==> config.mk <==
export PLATFORM = sky130hd
export DESIGN_NAME = xillybus_mem8_responder
export DESIGN_NICKNAME = d
export VERILOG_FILES = /design/src/rtl/xillybus_mem8_responder.sv
export SDC_FILE = /design/constraint.sdc
export NUM_CORES = 1
export LEC_CHECK = 0
export CORE_UTILIZATION = 31
export CTS_CLUSTER_DIAMETER = 200
export CTS_CLUSTER_SIZE = 8
export DETAILED_ROUTE_END_ITERATION = 7
export GPL_ROUTABILITY_DRIVEN = 0
export GPL_TIMING_DRIVEN = 0
export PLACE_DENSITY = 0.52
export SYNTH_ARGS = -nofsm -noshare
export SYNTH_HDL_FRONTEND = slang
export SYNTH_SLANG_ARGS = --single-unit
==> constraint.sdc <==
create_clock -name bus_clk -period 5.2 [get_ports bus_clk]
set_clock_uncertainty 0.2 [all_clocks]
set_input_delay 1.04 -clock bus_clk [delete_from_list [all_inputs] [get_ports bus_clk]]
set_output_delay 1.04 -clock bus_clk [all_outputs]
set_load 0.05 [all_outputs]
==> src/rtl/xillybus_mem8_responder.sv <==
// Byte-wide 32-entry seekable memory behind a Xillybus-style write stream,
// read stream and seek port. A registered fabric-side read port gives logic
// in the FPGA direct access to the same storage.
//
// Handshake: the write side uses a strobe/backpressure pair. A byte is
// taken on a rising edge where wren=1 and full=0. The read side uses a
// strobe/availability pair. A byte is consumed on a rising edge where
// rden=1 and empty=0, and that byte appears on the data output in the
// following cycle. A seek strobe wins over both strobes in its cycle.
// quiesce also suppresses both sides.
module xillybus_mem8_responder #(
    parameter bit EOF_ON_WRAP = 1'b0
) (
    input  logic       bus_clk,
    input  logic       trn_reset_n,
    input  logic       quiesce,
    input  logic       user_w_mem_8_wren,
    input  logic [7:0] user_w_mem_8_data,
    output logic       user_w_mem_8_full,
    input  logic       user_w_mem_8_open,
    input  logic       user_r_mem_8_rden,
    output logic [7:0] user_r_mem_8_data,
    output logic       user_r_mem_8_empty,
    output logic       user_r_mem_8_eof,
    input  logic       user_r_mem_8_open,
    input  logic [4:0] user_mem_8_addr,
    input  logic       user_mem_8_addr_update,
    input  logic [4:0] fab_addr,
    output logic [7:0] fab_data,
    output logic [1:0] dbg_rd_state,
    output logic [4:0] dbg_wp,
    output logic [4:0] dbg_rp,
    output logic [1:0] dbg_open
);

    // Read-side stream states
    localparam logic [1:0] ST_CLOSED = 2'd0;
    localparam logic [1:0] ST_SEEK   = 2'd1;
    localparam logic [1:0] ST_READY  = 2'd2;
    localparam logic [1:0] ST_DONE   = 2'd3;

    localparam logic [4:0] LAST_ADDR = 5'd31;

    logic [7:0] mem [32];
    logic [4:0] wp;
    logic [4:0] rp;
    logic [1:0] rd_state;
    logic [1:0] rd_state_nxt;
    logic       full_q;
    logic       empty_q;
    logic       eof_q;
    logic [7:0] rd_data_q;
    logic [7:0] fab_data_q;

    logic       wr_fire;
    logic       rd_fire;
    logic       bypass;

    // A seek or a quiesced core blocks both strobes. Writes also obey the
    // registered backpressure, and reads obey the registered availability.
    assign wr_fire = user_w_mem_8_wren && !user_mem_8_addr_update &&
                     !quiesce && !full_q;
    assign rd_fire = user_r_mem_8_rden && !empty_q &&
                     !user_mem_8_addr_update && !quiesce;

    // A read and a write at the same pointer in one cycle return the byte
    // being written, so the host never observes a stale location.
    assign bypass  = wr_fire && (rp == wp);

    // Storage: cleared on reset, written at wp on an accepted write
    always_ff @(posedge bus_clk) begin
        if (!trn_reset_n) begin
            for (int i = 0; i < 32; i++) begin
                mem[i] <= 8'h00;
            end
        end else if (wr_fire) begin
            mem[wp] <= user_w_mem_8_data;
        end
    end

    // Pointers: a seek loads both pointers, otherwise each advances mod 32
    always_ff @(posedge bus_clk) begin
        if (!trn_reset_n) begin
            wp <= 5'd0;
            rp <= 5'd0;
        end else if (user_mem_8_addr_update) begin
            wp <= user_mem_8_addr;
            rp <= user_mem_8_addr;
        end else begin
            if (wr_fire) begin
                wp <= wp + 5'd1;
            end
            if (rd_fire) begin
                rp <= rp + 5'd1;
            end
        end
    end

    // Read data register: updated only by an accepted read, held otherwise
    always_ff @(posedge bus_clk) begin
        if (!trn_reset_n) begin
            rd_data_q <= 8'h00;
        end else if (rd_fire) begin
            rd_data_q <= bypass ? user_w_mem_8_data : mem[rp];
        end
    end

    // Fabric port: plain registered lookup, returns the pre-write value
    always_ff @(posedge bus_clk) begin
        if (!trn_reset_n) begin
            fab_data_q <= 8'h00;
        end else begin
            fab_data_q <= mem[fab_addr];
        end
    end

    // Write backpressure: asserted in reset and one cycle after quiesce
    always_ff @(posedge bus_clk) begin
        if (!trn_reset_n) begin
            full_q <= 1'b1;
        end else begin
            full_q <= quiesce;
        end
    end

    // Read-stream next state. Closing or quiescing wins, then seeking.
    always_comb begin
        rd_state_nxt = rd_state;
        if (!user_r_mem_8_open || quiesce) begin
            rd_state_nxt = ST_CLOSED;
        end else if (user_mem_8_addr_update) begin
            rd_state_nxt = ST_SEEK;
        end else begin
            case (rd_state)
                ST_CLOSED: rd_state_nxt = ST_READY;
                ST_SEEK:   rd_state_nxt = ST_READY;
                ST_READY: begin
                    if (EOF_ON_WRAP && rd_fire && (rp == LAST_ADDR)) begin
                        rd_state_nxt = ST_DONE;
                    end
                end
                ST_DONE:   rd_state_nxt = ST_DONE;
                default:   rd_state_nxt = ST_CLOSED;
            endcase
        end
    end

    // State register. The empty and eof flags are decoded from the next
    // state, so they stay aligned with the state they describe.
    always_ff @(posedge bus_clk) begin
        if (!trn_reset_n) begin
            rd_state <= ST_CLOSED;
            empty_q  <= 1'b1;
            eof_q    <= 1'b0;
        end else begin
            rd_state <= rd_state_nxt;
            empty_q  <= (rd_state_nxt != ST_READY);
            eof_q    <= (rd_state_nxt == ST_DONE);
        end
    end

    assign user_w_mem_8_full  = full_q;
    assign user_r_mem_8_data  = rd_data_q;
    assign user_r_mem_8_empty = empty_q;
    assign user_r_mem_8_eof   = eof_q;
    assign fab_data           = fab_data_q;

    // Debug visibility of the read FSM, the pointers and the stream opens
    assign dbg_rd_state = rd_state;
    assign dbg_wp       = wp;
    assign dbg_rp       = rp;
    assign dbg_open     = {user_r_mem_8_open, user_w_mem_8_open};

endmodule

# Word-level counts from Yosys, hierarchy flattened
# Memories as Yosys holds them, arrays and structs flattened. A register that Yosys moved wholly into a read port is not among the register bits.
# Cells that the tools add are included.
[op_classes]
muxes = 14
n_reduce_logical = 19
eq_ne = 4
n_addsub = 2
[op_table]
columns = ["cell", "n"]
rows = [
  ["2-to-1 mux 5 bit", 5],
  ["adder 5 x 1 -> 5 bit, second input constant", 2],
  ["2-to-1 mux 8 bit", 1],
  ["OR reduction 8 bit", 1],
  ["zero test 1 bit", 7],
  ["logical AND 1 bit", 6],
  ["2-to-1 mux 1 bit", 5],
  ["equality test 2 bit, second input constant", 2],
  ["2-to-1 mux 2 bit", 2],
  ["case mux 2 bit (2 select lines)", 1],
  ["nonzero test 2 bit", 2],
  ["equality test 2 x 1 -> 1 bit, second input constant", 1],
  ["zero test 2 bit", 1],
  ["inequality test 2 bit, second input constant", 1],
  ["OR reduction 2 bit", 1],
  ["logical OR 1 bit", 1],
]
[word_totals]
mem_count = 1
out_inout_bits = 33
elab_cells = 46
in_bits = 26
ramBits = 256
register_bits = 15
[memory_table]
columns = ["memory", "depth", "width", "read_ports", "rd_clocked_by_memory_dff", "write_ports", "line", "source"]
rows = [
  ["mem", 32, 8, 2, 2, 32, "44", "logic [7:0] mem [32];"],
]

# Logic depth before layout (Yosys ltp)
[logic_depth]
ltp_word = 9
depth_mapped = 8
ltp_nobuf = 5

# Worst setup path before layout
# OpenSTA, ideal clock, no wires.
[synth_timing]
path_type = "input port to flip-flop"
start = "in user_mem_8_addr_update"
end = "mem mem[21][0], enable pin"
slack_ps = 2022
n_path_buf = 2
t_required_ps = 4616
setup_ps = 384
cell_stages = 5
arrival_time_ps = 2594
path_cell_list = "clkbuf_1 > and4bb_2 > nand3b_1 > clkbuf_1 > o21ai_0"
[synth_rtl]
columns = ["item", "line", "source"]
rows = [
  ["start, declared", "27", "input logic user_mem_8_addr_update,"],
  ["end, declared", "44", ""],
]

==> reports/metrics.csv <==
stage,metric,value,unit
logic_synthesis,Yosys reg bits,287,
worst_setup_path,critical path class,in -> reg,
detailed_routing,DR vias,10400,
detailed_routing,vias per cell,5.55,
finish,layout cells sized above 1,16.3,%
logic_synthesis,Post-synth top flop,edfxtp_1,
worst_hold_path,Worst Hold Class,reg -> reg,
logic_synthesis,synth top area cells,"edfxtp_1 50%, mux4_2 14%, and2_1 11%",
detailed_routing,DRC,0,
worst_setup_path,Setup crit end kind,register,
cts,TritonCTS Buffers,41,
place,dpl cell area,0.0168,sq mm
finish,P&R area growth vs syn,16.8,%
cts,number of hold buffers added after CTS,0,
global_route,number of global-route vias before repair,10400,
logic_synthesis,syn_area_per_cell,14.2,sq um
pwr,PwrDens,325,mW/mm^2
timing,relative slew slack,12.1,%
floorplan,die area,0.0507,sq mm
floorplan,io pins,59,
logic_synthesis,net count after synthesis,1115,
global_route,global-route wire length before repair,78.2,mm
finish,Finished Core Util,36.8,%
logic_synthesis,"count leader, synth",and2_1,
logic_synthesis,Post-synth top cells,"265 x and2_1, 256 x edfxtp_1, 94 x mux4_2, 63 x mux2i_1, 54 x clkbuf_1",
timing,Hold Fails Final Rpt,0,
pwr,VDD IR-drop max,0.259,mV
detailed_routing,highest metal used,met5,
worst_setup_path,worst-case reg-to-reg path depth,4,
cts,CTS H-Tree Depth,2,
timing,worst slew pin tran,1.31,ns
worst_setup_path,R2R Setup Slk,1.67,ns
detailed_routing,WL/cell,29.9,um
timing,RSZ-0062 raised after global routing,false,
finish,final instance area,0.0180,sq mm
worst_setup_path,Reg2Reg Capture Point,mem[2][2]$_SDFFCE_PN0P_,
worst_setup_path,critical path launch point type,input pin,
cts,Post-CTS Setup Bufs,0,
worst_setup_path,largest fanout on the critical path,10,
detailed_routing,Met2 Routed Length,26.0,mm
cts,# resized after CTS,0,
detailed_routing,antenna-violating nets left,0,
job,Max Cap Violations,0,
worst_setup_path,CP required,5.16,ns
timing,Final Slew Violations,0,
worst_hold_path,Hold Path Stages,2,
logic_synthesis,Yosys top cell area share,49.8,%
logic_synthesis,sequential share of the synthesized area,53.8,%
worst_hold_path,min-delay src,user_r_mem_8_data[2]$_SDFFE_PN0P_,
detailed_routing,WL met3,4.92,mm
timing,setup TNS,0,ns
timing,crit path time final,4.41,ns
worst_hold_path,hold endpoint,user_r_mem_8_data[2]$_SDFFE_PN0P_,
worst_setup_path,R2R Path Start,dbg_wp[1]$_SDFFE_PN0P_,
logic_synthesis,cells after synthesis,1084,
cts,CTS tree,built,
cts,clk_lat worst skew,0.56,ns
logic_synthesis,asr flop ratio synth,0,%
place,DP HPWL,41.5,mm
place,IO buf count,52,
floorplan,Starting Density,31.5,%
global_route,GRT Total Usage,22.4,%
global_route,pin count of the biggest net entering global routing,11,
cts,Max clock buf depth,3,
outcome,status,finished clean,
logic_synthesis,Synth Cell Area,0.0154,sq mm
detailed_routing,WL final,56.1,mm
logic_synthesis,cell type with the largest total area after synthesis,edfxtp_1,
detailed_routing,M1 WL,22.4,mm
global_route,initial antenna violation count,3,
logic_synthesis,Synth Warn #,0,
floorplan,Die H,225,um
timing,fmax,0.227,GHz
worst_setup_path,CP arrival,4.37,ns
logic_synthesis,Yosys cell types,54,
finish,Final Non-Filler Cells,1880,
detailed_routing,Iter 0 DRT Violations,1437,
floorplan,core region area,0.0491,sq mm
detailed_routing,Initial DRT Pass Iterations,5,
cts,"CTS clk-pin slew, worst paths",0.05,ns
place,placed cell count,1807,
logic_synthesis,number of enable flip-flop cells after synthesis,256,
timing,final worst-path cycle share,84.9,%
cts,clock sinks,287,
timing,hold_ws,0.291,ns
finish,number of nets in the layout,1219,
timing,Final setup viols,0,
cts,Root Buffer,clkbuf_16,
floorplan,Placement Rows,81,
pwr,standby leakage power,6.37,nW
floorplan,DIE WIDTH,225,um
global_route,total global routing overflow,0,
power by group:
part | switching [mW] | internal, mW | leakage, nW
Combinational | 0.446 | 0.260 | 2.88
Clock | 0.998 | 1.51 | 0.563
Sequential | 0.0503 | 2.59 | 2.92
Total | 1.49 | 4.36 | 6.37
worst max-delay path, cell delays in order:
cell and delay [ns]:
clkdlybuf4s50_1 0.45, clkbuf_1 0.23, and4bb_2 0.40, nand3b_1 0.58, clkbuf_1 0.54, o21ai_0 1.11
cell usage in the layout, fill, tap and decap left out, types with 6 or more instances in the layout:
cell type	instances
mux2_2	7
dfxtp_1	31
buf_6	7
clkbuf_16	43
clkdlybuf4s50_1	52
buf_4	14
nor2b_1	8
a2bb2oi_1	13
o21ai_0	19
nand2_1	18
nand3b_1	9
edfxtp_1	256
and2_1	265
nand3_1	11
clkbuf_1	78
and3_1	14
nor2_1	36
nand4_1	7
buf_2	15
o21ai_1	17
a21oi_1	18
mux4_2	94
xnor2_1	6
o221ai_1	11
mux2i_1	63
a211oi_1	7
mux4_1	19
a221oi_1	6
xor2_1	6
a22oi_1	6
routing by layer:
| layer | up-vias | global-route usage, % |
|---|---|---|
| met5 | - | 0 |
| met4 | 2 | 10.8 |
| met3 | 131 | 5.06 |
| met2 | 538 | 35.9 |
| met1 | 5387 | 28.6 |
| li1 | 4385 | - |
metrics by stage:
stage	worst slack, ns	total power, mW
2_1_floorplan	2.02	3.07
3_5_place_dp	0.298	3.37
5_1_grt	0.681	6.00
4_1_cts	0.847	5.88
3_3_place_gp	0.0407	3.37
6_report	0.786	5.85
worst max-delay path by stage:
stage | from | endpoint | slack [ns] | cells past startpoint
global route | user_mem_8_addr_update | mem[2][6]$_SDFFCE_PN0P_ | 0.68 | 6
finish | user_mem_8_addr_update | mem[2][2]$_SDFFCE_PN0P_ | 0.79 | 6
global placement | user_mem_8_addr_update | mem[6][1]$_SDFFCE_PN0P_ | 0.04 | 6
floorplan | user_mem_8_addr_update | mem[21][0]$_SDFFCE_PN0P_ | 2.02 | 5
detailed placement | user_mem_8_addr_update | mem[17][1]$_SDFFCE_PN0P_ | 0.30 | 6
CTS | user_mem_8_addr_update | mem[25][0]$_SDFFCE_PN0P_ | 0.85 | 6
state kept, by name, indices dropped and copies added (netlist names):
register	flops
dbg_rd_state	2
dbg_rp	5
dbg_wp	5
fab_data	8
mem	256
user_r_mem_8_data	8
user_r_mem_8_empty	1
user_r_mem_8_eof	1
user_w_mem_8_full	1
final cells by class:
class	instances	area, sq um
clock inverters	1	8.76
plain buffers	95	526
inverters	5	18.8
diodes	3	7.51
fillers	4766	31000
clock buffers	67	1170
well taps	664	831
repair buffers	61	583
multi-input cells	697	6590
flip-flops and latches	287	8310
cells by family after synthesis:
kind of cell,count (synthesis),synth area share [%]
and+or+nand+nor,381,14.8
muxes,184,21.7
DFF,287,53.8
adders and majority gates,5,0.405
xor gates and xnor gates,12,0.681
buffers and inverters,100,3.53
AOI/OAI and AO/OA,115,5.12
Power figures use the tool's default switching activity.
